[config.mk]
export PLATFORM = sky130hd
export DESIGN_NAME = mem_port_arbiter
export DESIGN_NICKNAME = d
export VERILOG_FILES = /design/src/rtl/mem_port_arbiter.sv
export SDC_FILE = /design/constraint.sdc
export NUM_CORES = 1
export LEC_CHECK = 0
export ABC_AREA = 1
export CAP_MARGIN = 20
export CORE_MARGIN = 10
export CORE_UTILIZATION = 25
export DETAILED_ROUTE_END_ITERATION = 10
export GPL_ROUTABILITY_DRIVEN = 0
export HOLD_SLACK_MARGIN = 0.08
export PLACE_DENSITY = 0.73
export SETUP_SLACK_MARGIN = 0.05
export SYNTH_ARGS = -nofsm -noshare
export SYNTH_HDL_FRONTEND = slang
export SYNTH_SLANG_ARGS = --single-unit
[constraint.sdc]
create_clock -name CLK -period 1.3 [get_ports CLK]
set_input_delay 0.26 -clock CLK [delete_from_list [all_inputs] [get_ports CLK]]
set_output_delay 0.26 -clock CLK [all_outputs]
set_load 0.05 [all_outputs]
[src/rtl/mem_port_arbiter.sv]
// mem_port_arbiter
//
// Shares one single-port unified memory between the fetch stage (I-side)
// and the memory stage (D-side). One transaction is in flight at a time.
// D wins a simultaneous request because it belongs to the older
// instruction. After MAX_D_STREAK consecutive D grants taken while a fetch
// was waiting, the fetch is forced through so the front end cannot starve.
// A fetch cancelled after its memory request has gone out is parked in
// DROP_I until the memory answers, because the memory cannot abort.
//
// Handshakes:
//   I_req / D_req are held by the requester until the matching ack (or,
//   for I, until I_cancel). mem_req is held with stable mem_addr / mem_we /
//   mem_wdata until the cycle mem_ack is high; mem_ack may arrive in the
//   first mem_req cycle. A requester samples its ack at the edge that
//   returns the arbiter to IDLE, so every grant is separated by one IDLE cycle.
//
// Ports:
//   CLK, Reset          clock, synchronous active-low reset
//   I_req/I_addr        fetch request and address
//   I_cancel            mispredict flush of the pending or in-flight fetch
//   I_ack/I_rdata       fetch completion and data (data is 0 when no ack)
//   D_req/D_we/D_addr/D_wdata  load/store request
//   D_ack/D_rdata       data completion and load data (0 when no ack)
//   mem_req/mem_we/mem_addr/mem_wdata  memory request side
//   mem_ack/mem_rdata   memory completion and read data
//   busy                arbiter not in IDLE
//   state_dbg           FSM state: 0 IDLE, 1 BUSY_I, 2 BUSY_D, 3 DROP_I
//   streak_dbg          current count of D grants taken while I waited

module mem_port_arbiter #(
    parameter int AW           = 32,
    parameter int DW           = 32,
    parameter int MAX_D_STREAK = 4
) (
    input  logic                                  CLK,
    input  logic                                  Reset,
    input  logic                                  I_req,
    input  logic [AW-1:0]                         I_addr,
    input  logic                                  I_cancel,
    output logic                                  I_ack,
    output logic [DW-1:0]                         I_rdata,
    input  logic                                  D_req,
    input  logic                                  D_we,
    input  logic [AW-1:0]                         D_addr,
    input  logic [DW-1:0]                         D_wdata,
    output logic                                  D_ack,
    output logic [DW-1:0]                         D_rdata,
    output logic                                  mem_req,
    output logic                                  mem_we,
    output logic [AW-1:0]                         mem_addr,
    output logic [DW-1:0]                         mem_wdata,
    input  logic                                  mem_ack,
    input  logic [DW-1:0]                         mem_rdata,
    output logic                                  busy,
    output logic [1:0]                            state_dbg,
    output logic [$clog2(MAX_D_STREAK+1)-1:0]     streak_dbg
);

    localparam int SW = $clog2(MAX_D_STREAK + 1);
    localparam logic [SW-1:0] STREAK_MAX = SW'(MAX_D_STREAK);

    typedef enum logic [1:0] {
        IDLE   = 2'd0,
        BUSY_I = 2'd1,
        BUSY_D = 2'd2,
        DROP_I = 2'd3
    } state_t;

    state_t          state, state_nxt;
    logic [SW-1:0]   streak, streak_nxt;
    logic [AW-1:0]   addr_q, addr_nxt;
    logic            we_q, we_nxt;
    logic [DW-1:0]   wdata_q, wdata_nxt;

    // A cancelled fetch is not a candidate even if I_req is still high.
    logic i_cand;
    logic grant_i;

    assign i_cand  = I_req & ~I_cancel;
    assign grant_i = i_cand & (~D_req | (streak == STREAK_MAX));

    always_ff @(posedge CLK) begin
        if (!Reset) begin
            state   <= IDLE;
            streak  <= '0;
            addr_q  <= '0;
            we_q    <= 1'b0;
            wdata_q <= '0;
        end else begin
            state   <= state_nxt;
            streak  <= streak_nxt;
            addr_q  <= addr_nxt;
            we_q    <= we_nxt;
            wdata_q <= wdata_nxt;
        end
    end

    always_comb begin
        state_nxt  = state;
        streak_nxt = streak;
        addr_nxt   = addr_q;
        we_nxt     = we_q;
        wdata_nxt  = wdata_q;
        I_ack      = 1'b0;
        D_ack      = 1'b0;

        case (state)
            IDLE: begin
                if (grant_i) begin
                    state_nxt  = BUSY_I;
                    addr_nxt   = I_addr;
                    we_nxt     = 1'b0;
                    wdata_nxt  = '0;
                    streak_nxt = '0;
                end else if (D_req) begin
                    state_nxt  = BUSY_D;
                    addr_nxt   = D_addr;
                    we_nxt     = D_we;
                    wdata_nxt  = D_wdata;
                    // Only D grants that overtook a waiting fetch count.
                    if (i_cand) begin
                        if (streak != STREAK_MAX) begin
                            streak_nxt = streak + SW'(1);
                        end
                    end else begin
                        streak_nxt = '0;
                    end
                end
            end
            BUSY_I: begin
                if (mem_ack) begin
                    I_ack     = ~I_cancel;
                    state_nxt = IDLE;
                end else if (I_cancel) begin
                    state_nxt = DROP_I;
                end
            end
            DROP_I: begin
                // Request stays up until the memory answers; data discarded.
                if (mem_ack) begin
                    state_nxt = IDLE;
                end
            end
            BUSY_D: begin
                if (mem_ack) begin
                    D_ack     = 1'b1;
                    state_nxt = IDLE;
                end
            end
            default: begin
                state_nxt = IDLE;
            end
        endcase
    end

    assign I_rdata    = I_ack ? mem_rdata : '0;
    assign D_rdata    = D_ack ? mem_rdata : '0;
    assign mem_req    = (state != IDLE);
    assign busy       = (state != IDLE);
    assign mem_addr   = addr_q;
    assign mem_we     = we_q;
    assign mem_wdata  = wdata_q;
    assign state_dbg  = state;
    assign streak_dbg = streak;

endmodule

==> results.md <==
* Synth warn at 0
* Post-Syn Area at 0.00362 mm²
* Largest net degree at the start of global routing at 38
* Initial antenna violation count at 1
* Num ports at 273
* Via count of the routed design at 5,108
* Outcome: finished, violations left
* Reg-to-Reg Start: state_dbg[1]
* Crit path from: state_dbg[0]
* Share of power burned in registers at 21.8%
* # H-tree levels at 3
* Setup Viol. Count Final at 140
* Worst Tran Pin Value at 266 ps
* Worst hold path type: flop to flop
* Avg Cell Area, Syn at 6.17 µm²
* Clock Latency Late Sink at 330 ps
* Fill count at 915
* R2r endpoint: mem_addr[10]
* CP endpoint kind: output pin
* Area growth from synthesis to layout at 190%
* Root buf cell: clkbuf_16
* RSZ-0062 raised after global routing: true
* Total power divided by cell area at 1320 mW/mm²
* Starting density of the core at 25.8%
* Die Y at 140 µm
* FF+latch count, synth at 70
* Failing checks: negative setup slack
* Clock share of power at 19.0%
* CP endpoint: I_rdata[14]
* Area leader, netlist: dfxtp_1
* DRT iter0 DRCs at 182
* Layout cells sized above 1 at 46.3%
* Final core occ at 74.8%
* Post-Synthesis Net Count at 724
* Setup TNS at -46,080 ps
* Chip Width at 140 µm
* Final wirelength at 21.7 mm
* Num CTS Buffers at 9
* Vias in the first global route at 5,147
* Post-synth cell types at 19
* Wire length per cell at 19.6 µm
* Setup WS post-layout at -503 ps
* Grt total ovfl at 0
* First drt pass iteration count at 4
* Max IR drop VDD at 692 µV
* P_int at 8.32 mW
* Sequential share of the synthesized area at 38.7%
* All-layer global routing usage at 19.6%
* Via/cell ratio at 4.63
* CTS tree: built
* Critical path fanouts, max at 8
* Max Freq at 555 MHz
* Clk pin slew, worst setup/hold paths at 70 ps
* R2R setup slack at -390 ps
* Detailed placer's ending HPWL at 14.7 mm
* Synth area leaders: dfxtp_1 39%, nor2_1 18%, nand3_1 9.8%
* Total Power at 13.9 mW
* Kind of critical path: flop to output pin
* Post-synth top area share at 38.7%
* First-pass GRT wire length at 30.6 mm
* Minimum clock period at 1800 ps
* Worst-case clock skew at 11.3 ps
* Port Buffers at 272
* Net switching power figure at 5.56 mW
* Final slew viol count at 0
* Clock Sinks at 70
* Max Cap Viol at 0
* Area of the die at 0.0197 mm²
* Reg2Reg Depth at 13
* Crit path launch type: flop
* Crit share post-route at 139%
* WHS at 551 ps
* Slew headroom at 82.3%
* Routed Antenna Nets at 0
* Synth Instances at 587
* P_leak at 4.50 nW
* CTS Hold Buffers Added at 0
* Row count at 43
* Comb power frac at 59.2%
* Switching part of the total at 40.1%
* # DRC at 0
* Final Hold Vio Count at 0
* WP data required at 1040 ps
* Nets at 1,055
* Placeable Area at 0.0140 mm²
* WP data arrival at 1540 ps
* Max clock buf depth at 2
-- through the flow --
stage          instance area [µm²]  cells  setup WS (ps)
2_1_floorplan                 4390    587           -563
3_3_place_gp                  8830   1043           -526
3_5_place_dp                  8830   1043           -555
4_1_cts                      10000   1094           -506
5_1_grt                      10500   1104           -570
6_report                     10500   1104           -503
-- synth_stat cells --
cell type	instances
nor3_1	1
buf_2	19
inv_1	74
inv_2	4
nand2_2	3
nand3_1	71
ha_1	2
nand4_1	1
nand2_1	82
a21oi_1	35
o21ai_0	31
buf_1	1
o21ai_1	3
a21oi_4	1
buf_6	2
clkbuf_1	12
dfxtp_1	70
nor2_1	169
buf_4	6
-- layout by cell type, fill, tap and decap left out, drive strengths merged --
cell type      instances
clkdlybuf4s50        132
dlygate4sd2            2
inv                   77
clkinvlp               1
clkbuf                20
nand4                  1
o21ai                 34
nor3                   1
nor2                 169
ha                     2
nand2                 85
a21oi                 36
bufinv                 1
nand3                 71
buf                  218
clkinv                 3
dfxtp                 70
diode                  1
-- registers in the layout (all words and copies together) (netlist names) --
register / flops
state_dbg: 2
streak_dbg: 3
mem_wdata: 32
mem_we: 1
mem_addr: 32
-- power groups by stage --
stage	combinational, mW	clock (mW)	sequential (mW)
floorplan	2.01	0	4.12
global placement	6.38	0	2.96
detailed placement	6.46	0	2.99
CTS	7.73	2.68	2.97
global route	8.55	2.78	3.07
finish	8.21	2.64	3.02
-- critical path, stage by stage, from the launching register on --
cell	delay [ps]
dfxtp_4	380
inv_4	50
nor2_4	110
nand3_4	170
buf_12	210
nor2_4	120
buf_12	150
-- worst min-delay path by stage --
stage	end	cells past startpoint	startpoint
floorplan	mem_wdata[19]	2	D_wdata[19]
global placement	mem_wdata[26]	2	mem_wdata[26]
detailed placement	mem_wdata[25]	2	mem_wdata[25]
CTS	state_dbg[1]	5	I_cancel
global route	mem_wdata[10]	3	D_wdata[10]
finish	mem_wdata[11]	2	mem_wdata[11]
-- logic make-up after synthesis --
kind of cell	synth area share (%)
flops	38.7
fa+ha+maj	0.691
simple gates	36.7
compound gates	9.99
buf+inv	13.9
-- timing repair --
action,CTS,global route
pin swaps,18,47
setup endpoints to repair,139,141
gates resized for setup,106,92
gates cloned,15,8
setup buffers,20,7
-- routing by layer --
| layer | vias to the layer above | track usage (%) | share of wire (%) |
|---|---|---|---|
| met5 | - | 0 | 0 |
| li1 | 2496 | - | - |
| met3 | 38 | 7.47 | 8.3 |
| met1 | 2341 | 21.1 | 38 |
| met4 | 0 | 6.09 | 3.1 |
| met2 | 233 | 34.7 | 51 |
-- layout make-up --
class / count / area [µm²] / area share (%)
repair buffers: 360 / 5530 / 52.6
inverters: 78 / 304 / 2.89
multi-input cells: 399 / 2710 / 25.8
clock inverters: 4 / 52.6 / 0.500
diodes: 1 / 2.50 / 0.0238
flip-flops and latches: 70 / 1420 / 13.5
well taps: 180 / 225 / 2.14
clock buffers: 12 / 268 / 2.55
Power figures use the tool's default switching activity.
